===== src/rtl/cpu19_pkg.sv =====
// Shared definitions for the writeback path: widths, the writeback request
// record and the arbitration source encoding.
package cpu19_pkg;

  localparam int DATA_W = 19;
  localparam int ADDR_W = 3;
  localparam int NREG   = 2 ** ADDR_W;

  // One writeback request as seen by the arbiter.
  typedef struct packed {
    logic [ADDR_W-1:0] rd;
    logic [DATA_W-1:0] data;
  } wb_req_t;

  // Identifies a requester; also used as the round-robin "last granted" pointer.
  typedef enum logic {
    SRC_ALU = 1'b0,
    SRC_MEM = 1'b1
  } wb_src_e;

endpackage


===== src/rtl/regfile_wb_arbiter_if.sv =====
// Writeback bus: ALU and memory writeback requests, destination reservation
// from issue, the register-file write port and the pending-write scoreboard.
interface regfile_wb_arbiter_if #(
  parameter int DATA_W = cpu19_pkg::DATA_W,
  parameter int ADDR_W = cpu19_pkg::ADDR_W,
  parameter int NREG   = cpu19_pkg::NREG
);

  logic              alu_valid_i;
  logic [ADDR_W-1:0] alu_rd_i;
  logic [DATA_W-1:0] alu_data_i;
  logic              alu_ready_o;

  logic              mem_valid_i;
  logic [ADDR_W-1:0] mem_rd_i;
  logic [DATA_W-1:0] mem_data_i;
  logic              mem_ready_o;

  logic              rsv_valid_i;
  logic [ADDR_W-1:0] rsv_rd_i;

  logic              rf_wr_en_o;
  logic [ADDR_W-1:0] rf_rd_addr_o;
  logic [DATA_W-1:0] rf_wr_data_o;
  logic [NREG-1:0]   busy_o;
  logic              unrsv_err_o;

  // Requester / pipeline side.
  modport master (
    output alu_valid_i, alu_rd_i, alu_data_i,
    output mem_valid_i, mem_rd_i, mem_data_i,
    output rsv_valid_i, rsv_rd_i,
    input  alu_ready_o, mem_ready_o,
    input  rf_wr_en_o, rf_rd_addr_o, rf_wr_data_o, busy_o, unrsv_err_o
  );

  // Arbiter side.
  modport slave (
    input  alu_valid_i, alu_rd_i, alu_data_i,
    input  mem_valid_i, mem_rd_i, mem_data_i,
    input  rsv_valid_i, rsv_rd_i,
    output alu_ready_o, mem_ready_o,
    output rf_wr_en_o, rf_rd_addr_o, rf_wr_data_o, busy_o, unrsv_err_o
  );

endinterface


===== src/rtl/rr_arb2.sv =====
// Two-way round-robin arbiter. A lone request is granted immediately; when
// both request, the one not granted most recently wins. The pointer moves
// only when a grant is actually given.
module rr_arb2 (
  input  logic       clk,
  input  logic       reset_n,
  input  logic [1:0] req,
  output logic [1:0] grant
);
  import cpu19_pkg::*;

  wb_src_e r_last;

  // Grant decode from the request pair and the last-granted pointer.
  always_comb begin
    // NOTE: every combinational output gets a default first so no path leaves it unassigned (no latch).
    grant = 2'b00;
    case (req)
      2'b01:   grant = 2'b01;
      2'b10:   grant = 2'b10;
      2'b11:   grant = (r_last == SRC_ALU) ? 2'b10 : 2'b01;
      default: grant = 2'b00;
    endcase
  end

  // Pointer register; reset claims MEM went last so ALU wins the first contest.
  always_ff @(posedge clk or negedge reset_n) begin
    if (!reset_n) begin
      // NOTE: sequential state uses non-blocking assignments so all flops sample pre-edge values.
      r_last <= SRC_MEM;
    end else if (|grant) begin
      r_last <= grant[1] ? SRC_MEM : SRC_ALU;
    end
  end

endmodule


===== src/rtl/regfile_wb_arbiter.sv =====
// Register-file writeback arbiter: picks one of the ALU / memory writeback
// requests per cycle, registers it onto the register-file write port, and
// tracks which destination registers still have a write outstanding.
module regfile_wb_arbiter #(
  parameter int DATA_W = cpu19_pkg::DATA_W,
  parameter int ADDR_W = cpu19_pkg::ADDR_W,
  parameter int NREG   = cpu19_pkg::NREG
) (
  input logic                 clk,
  input logic                 reset_n,
  regfile_wb_arbiter_if.slave bus
);
  import cpu19_pkg::*;

  localparam logic [NREG-1:0] ONE_BIT = {{(NREG-1){1'b0}}, 1'b1};

  logic [1:0]        w_req;
  logic [1:0]        w_grant;
  logic              w_xfer;
  wb_req_t           w_alu_req;
  wb_req_t           w_mem_req;
  wb_req_t           w_sel;
  logic [NREG-1:0]   w_set;
  logic [NREG-1:0]   w_clr;
  logic [NREG-1:0]   w_busy_nxt;
  logic              w_unrsv_hit;

  logic              r_wr_en;
  logic [ADDR_W-1:0] r_rd_addr;
  logic [DATA_W-1:0] r_wr_data;
  logic [NREG-1:0]   r_busy;
  logic              r_err;

  // Requests are masked by reset so both readies drop the instant reset asserts.
  assign w_req = {bus.mem_valid_i, bus.alu_valid_i} & {2{reset_n}};

  rr_arb2 u_rr_arb2 (
    .clk     (clk),
    .reset_n (reset_n),
    .req     (w_req),
    .grant   (w_grant)
  );

  assign bus.alu_ready_o = w_grant[0];
  assign bus.mem_ready_o = w_grant[1];
  assign w_xfer          = |w_grant;

  assign w_alu_req = '{rd: bus.alu_rd_i, data: bus.alu_data_i};
  assign w_mem_req = '{rd: bus.mem_rd_i, data: bus.mem_data_i};

  // Mux the granted request toward the write-port registers.
  always_comb begin
    w_sel = w_alu_req;
    if (w_grant[1]) w_sel = w_mem_req;
  end

  // Write-port registers: one cycle after a transfer; writes to r0 are swallowed.
  always_ff @(posedge clk or negedge reset_n) begin
    if (!reset_n) begin
      r_wr_en   <= 1'b0;
      r_rd_addr <= '0;
      r_wr_data <= '0;
    end else begin
      r_wr_en <= w_xfer && (w_sel.rd != '0);
      if (w_xfer) begin
        r_rd_addr <= w_sel.rd;
        r_wr_data <= w_sel.data;
      end
    end
  end

  // Scoreboard next state: commit clears, reservation sets, set wins a tie, r0 never busy.
  always_comb begin
    w_set = '0;
    w_clr = '0;
    if (bus.rsv_valid_i) w_set = ONE_BIT << bus.rsv_rd_i;
    if (r_wr_en)         w_clr = ONE_BIT << r_rd_addr;
    w_busy_nxt    = (r_busy & ~w_clr) | w_set;
    w_busy_nxt[0] = 1'b0;
  end

  // A commit landing on a register nobody reserved.
  assign w_unrsv_hit = r_wr_en && !r_busy[r_rd_addr];

  // Scoreboard and sticky unreserved-write flag.
  always_ff @(posedge clk or negedge reset_n) begin
    if (!reset_n) begin
      r_busy <= '0;
      r_err  <= 1'b0;
    end else begin
      r_busy <= w_busy_nxt;
      if (w_unrsv_hit) r_err <= 1'b1;
    end
  end

  assign bus.rf_wr_en_o   = r_wr_en;
  assign bus.rf_rd_addr_o = r_rd_addr;
  assign bus.rf_wr_data_o = r_wr_data;
  assign bus.busy_o       = r_busy;
  assign bus.unrsv_err_o  = r_err;

endmodule


===== src/flat_wrapper.sv =====
// flat-port wrapper written by rule: the top's interface ports become plain ports
module regfile_wb_arbiter_flat import cpu19_pkg::*;
#(
  parameter int DATA_W = cpu19_pkg::DATA_W,
  parameter int ADDR_W = cpu19_pkg::ADDR_W,
  parameter int NREG   = cpu19_pkg::NREG
)
  (clk, reset_n, bus_alu_valid_i, bus_alu_rd_i, bus_alu_data_i, bus_mem_valid_i, bus_mem_rd_i, bus_mem_data_i, bus_rsv_valid_i, bus_rsv_rd_i, bus_alu_ready_o, bus_mem_ready_o, bus_rf_wr_en_o, bus_rf_rd_addr_o, bus_rf_wr_data_o, bus_busy_o, bus_unrsv_err_o);
  regfile_wb_arbiter_if #(.DATA_W(DATA_W), .ADDR_W(ADDR_W), .NREG(NREG)) bus_i ();
  input logic clk;
  input logic reset_n;
  input wire logic [$bits(bus_i.alu_valid_i)-1:0] bus_alu_valid_i;
  input wire logic [$bits(bus_i.alu_rd_i)-1:0] bus_alu_rd_i;
  input wire logic [$bits(bus_i.alu_data_i)-1:0] bus_alu_data_i;
  input wire logic [$bits(bus_i.mem_valid_i)-1:0] bus_mem_valid_i;
  input wire logic [$bits(bus_i.mem_rd_i)-1:0] bus_mem_rd_i;
  input wire logic [$bits(bus_i.mem_data_i)-1:0] bus_mem_data_i;
  input wire logic [$bits(bus_i.rsv_valid_i)-1:0] bus_rsv_valid_i;
  input wire logic [$bits(bus_i.rsv_rd_i)-1:0] bus_rsv_rd_i;
  output wire logic [$bits(bus_i.alu_ready_o)-1:0] bus_alu_ready_o;
  output wire logic [$bits(bus_i.mem_ready_o)-1:0] bus_mem_ready_o;
  output wire logic [$bits(bus_i.rf_wr_en_o)-1:0] bus_rf_wr_en_o;
  output wire logic [$bits(bus_i.rf_rd_addr_o)-1:0] bus_rf_rd_addr_o;
  output wire logic [$bits(bus_i.rf_wr_data_o)-1:0] bus_rf_wr_data_o;
  output wire logic [$bits(bus_i.busy_o)-1:0] bus_busy_o;
  output wire logic [$bits(bus_i.unrsv_err_o)-1:0] bus_unrsv_err_o;
  assign bus_i.alu_valid_i = bus_alu_valid_i;
  assign bus_i.alu_rd_i = bus_alu_rd_i;
  assign bus_i.alu_data_i = bus_alu_data_i;
  assign bus_i.mem_valid_i = bus_mem_valid_i;
  assign bus_i.mem_rd_i = bus_mem_rd_i;
  assign bus_i.mem_data_i = bus_mem_data_i;
  assign bus_i.rsv_valid_i = bus_rsv_valid_i;
  assign bus_i.rsv_rd_i = bus_rsv_rd_i;
  assign bus_alu_ready_o = bus_i.alu_ready_o;
  assign bus_mem_ready_o = bus_i.mem_ready_o;
  assign bus_rf_wr_en_o = bus_i.rf_wr_en_o;
  assign bus_rf_rd_addr_o = bus_i.rf_rd_addr_o;
  assign bus_rf_wr_data_o = bus_i.rf_wr_data_o;
  assign bus_busy_o = bus_i.busy_o;
  assign bus_unrsv_err_o = bus_i.unrsv_err_o;
  regfile_wb_arbiter #(.DATA_W(DATA_W), .ADDR_W(ADDR_W), .NREG(NREG)) u_core (.clk(clk), .reset_n(reset_n), .bus(bus_i));
endmodule

===== config.mk =====
export PLATFORM = sky130hd
export DESIGN_NAME = regfile_wb_arbiter_flat
export DESIGN_NICKNAME = d
export VERILOG_FILES = /design/src/rtl/cpu19_pkg.sv /design/src/rtl/regfile_wb_arbiter_if.sv /design/src/rtl/rr_arb2.sv /design/src/rtl/regfile_wb_arbiter.sv /design/src/flat_wrapper.sv
export SDC_FILE = /design/constraint.sdc
export NUM_CORES = 1
export LEC_CHECK = 0
export ABC_CLOCK_PERIOD_IN_PS = 3260
export CORE_MARGIN = 4
export CORE_UTILIZATION = 30
export DETAILED_ROUTE_END_ITERATION = 10
export PLACE_DENSITY = 0.71
export SLEW_MARGIN = 20
export SYNTH_ARGS = -nofsm -noshare
export SYNTH_HDL_FRONTEND = slang
export SYNTH_HIERARCHICAL = 1
export SYNTH_SLANG_ARGS = --single-unit

===== constraint.sdc =====
create_clock -name clk -period 3.26 [get_ports clk]
set_input_delay 0.978 -clock clk [delete_from_list [all_inputs] [get_ports clk]]
set_output_delay 0.978 -clock clk [all_outputs]
set_load 0.005 [all_outputs]

==> key figures, run 1 <==
Routing
  • Final antenna-violating net count: 0
  • Post-route DRC: 0
  • DR vias: 1,385
  • DRT Pass-1 Iters: 4
  • Initial DRC count: 72
  • Via/cell ratio: 4.571
  • WL/cell: 13.62 um
  • Post-Route WL: 4126 um

Clock tree
  • Clock tree sinks: 32
  • Root Driver: clkbuf_8
  • Post-cts sizing count: 3
  • Max Root-Sink Buffers: 2
  • Hold_buf cts: 0
  • Clock latency at the later pin of the worst-skew pair: 0.27 ns
  • Htree depth: 2
  • Worst-path clk slew: 0.06 ns
  • CTS tree: built
  • Total CTS buffers: 5
  • Post-CTS setup buffer count: 0

Setup path
  • Crit Path Max Fanout: 3
  • Worst EP required: 2.28 ns
  • Critical path class: input port to output port
  • Crit path launch type: input port
  • Endpoint class of the critical path: output port
  • Worst EP arrival: 2.10 ns

Die
  • Initial core utilization: 31.58%
  • Die width: 79.22 um
  • Die Ht: 79.22 um
  • Num rows: 25
  • Die ar.: 6275 um2
  • Core area: 4817 um2
  • I/O pin cnt: 86

Global route
  • Largest net degree at the start of global routing: 47
  • GRT Resource Usage Total: 13.31%
  • First-pass GRT wire length: 6617 um
  • Number of global-route vias before repair: 1,361
  • Grt ovf: 0
  • Initial antenna violation count: 0

Placed design
  • DP HPWL: 3014 um
  • Count of input and output buffers: 84
  • Placed cells: 296
  • GPL Wtd Cong: 0.8367

Finish
  • Antenna Cells: 0
  • Layout Cells excl Fill: 303
  • Layout cells sized above 1: 6.356%
  • Layout fillers: 462
  • Most frequent cells in the layout: 82 x clkdlybuf4s50_1, 34 x o21ai_0, 31 x dfrtp_1, 26 x nand2_1, 23 x mux2i_1
  • Nets: 288
  • Syn-to-layout area delta: 66.20%
  • Commonest non-fill, non-tap cell in the layout: clkdlybuf4s50_1
  • Final core occ: 52.49%

Synthesis
  • Netlist cell types: 22
  • Syn nets: 202
  • Yosys warns: 6
  • FFs w/ async S/R, synth: 100.0%
  • Seq cells post-synth: 32
  • EDFF count, synth: 0
  • Synth Instances: 150
  • Syn Std Cell Area: 1521 um2
  • Sequential-to-total area share from yosys stat: 52.71%
  • Dominant synthesized flop cell: dfrtp_1
  • Syn Area/Cell: 10.14 um2

Outcome
  • Status: finished, final reports clean

Timing
  • Final hold vios: 0
  • Slew Viols, Final: 0
  • Final Skew: 0.005497 ns
  • Tmin final: 3.075 ns
  • Fmax: 0.3252 GHz
  • Count of final setup violators: 0
  • Unrepaired setup endpoints after global routing: no
  • Final Cycle Share: 94.33%

Worst hold path
  • Worst Hold Class: register to register

Job
  • Max-capacitance violation count: 0

Power and ir drop
  • Peak supply drop: 0.0001903 V
  • Total power: 1.262 mW
  • PD cells: 499.2 nW/um2
  • Static Leak: 1.010 nW
-- stage by stage --
step | TNS (ns) | hold WS [ns] | cell area, um2 | worst slack (ns)
floorplan | 0 | 0.4789 | 1521 | 0.9180
global placement | -0.1563 | 0.5193 | 2451 | -0.1152
detailed placement | -0.1323 | 0.5255 | 2451 | -0.1095
CTS | 0 | 0.5365 | 2529 | 0.1812
global route | 0 | 0.5580 | 2529 | 0.1088
finish | 0 | 0.5309 | 2529 | 0.1848
-- report_power, final --
| group | switching (mW) | internal [mW] | leakage [nW] |
|---|---|---|---|
| clock network | 0.137 | 0.145 | 0.0410 |
| logic | 0.145 | 0.277 | 0.595 |
| registers | 0.0697 | 0.489 | 0.374 |
-- cell families (layout without fill, tap and decap cells) --
family	after synthesis	after routing	share of synthesized area (%)
DFF	32	32	52.71
and+or+nand+nor	35	35	10.03
muxes	24	24	16.61
buffers and inverters	13	99	4.111
other	1	1	0.2465
AOI/OAI and AO/OA	45	45	16.28
-- path summary, 6_finish.rpt --
| check | to | cells after the start | start | slack, ns |
|---|---|---|---|---|
| max in group asynchronous | u_core/u_rr_arb2/r_last$_DFFE_PN1P_ | 2 | reset_n | 1.76 |
| worst max-delay path | bus_alu_ready_o | 5 | reset_n | 0.18 |
| min in group asynchronous | u_core/bus.rf_wr_en_o$_DFF_PN0_ | 2 | reset_n | 1.17 |
| worst min-delay path | u_core/u_rr_arb2/r_last$_DFFE_PN1P_ | 2 | u_core/u_rr_arb2/r_last$_DFFE_PN1P_ | 0.53 |
| worst min register to register | u_core/u_rr_arb2/r_last$_DFFE_PN1P_ | 2 | u_core/u_rr_arb2/r_last$_DFFE_PN1P_ | 0.53 |
| worst max register to register | u_core/bus.rf_wr_data_o[9]$_DFFE_PN0P_ | 5 | u_core/u_rr_arb2/r_last$_DFFE_PN1P_ | 1.59 |
-- state kept, by name, indices dropped and copies added, names as in the netlist --
signal	count
u_core/bus.rf_wr_en_o	1
u_core/u_rr_arb2/r_last	1
u_core/bus.rf_wr_data_o	19
u_core/bus.unrsv_err_o	1
u_core/bus.busy_o	7
u_core/bus.rf_rd_addr_o	3
-- layer usage --
layer | vias up | global-route usage (%) | wire, um
met3 | 4 | 4.875 | 347
met2 | 63 | 20.79 | 2014
li1 | 692 | - | -
met5 | - | 0 | 0
met1 | 626 | 17.13 | 1728
met4 | 0 | 4.124 | 36
-- worst max-delay path: stages --
cell and delay [ns]:
clkdlybuf4s50_1 0.44, and2_1 0.17, buf_4 0.14, a21boi_4 0.12, dlygate4sd2_1 0.25
-- synthesized netlist by cell type (2+ instances only) --
library cell / instances / area share (%)
buf_4: 3 / 1.5
nand2_1: 26 / 6.4
inv_1: 4 / 0.99
dfrtp_1: 31 / 51
o21ai_0: 34 / 11
clkbuf_1: 4 / 0.99
and2_1: 2 / 0.82
mux2i_1: 23 / 15
nand2b_1: 5 / 2.1
a21oi_1: 2 / 0.66
buf_2: 2 / 0.66
o31ai_1: 4 / 2.0
-- final cells by class --
type                            instances  area [um2]  area share (%)
Timing Repair Buffer                   88       868.3           34.34
Clock buffer                            6       72.57           2.870
Clock inverter                          1       5.005          0.1979
Tap cell                               67       83.83           3.315
Sequential cell                        32       802.0           31.72
Inverter                                4       15.01          0.5938
Multi-Input combinational cell        105       681.9           26.97
Power figures use the tool's default switching activity.
==> run 2, diff against run 1 <==
--- a/config.mk
+++ b/config.mk
@@ -8,6 +8,7 @@
 export ABC_CLOCK_PERIOD_IN_PS = 3260
 export CORE_MARGIN = 4
 export CORE_UTILIZATION = 30
+export CTS_CLUSTER_DIAMETER = 80
 export DETAILED_ROUTE_END_ITERATION = 10
 export PLACE_DENSITY = 0.71
 export SLEW_MARGIN = 20
==> results of run 2 <==
The final DEF is identical to that of run 1; final timing and power are the same.
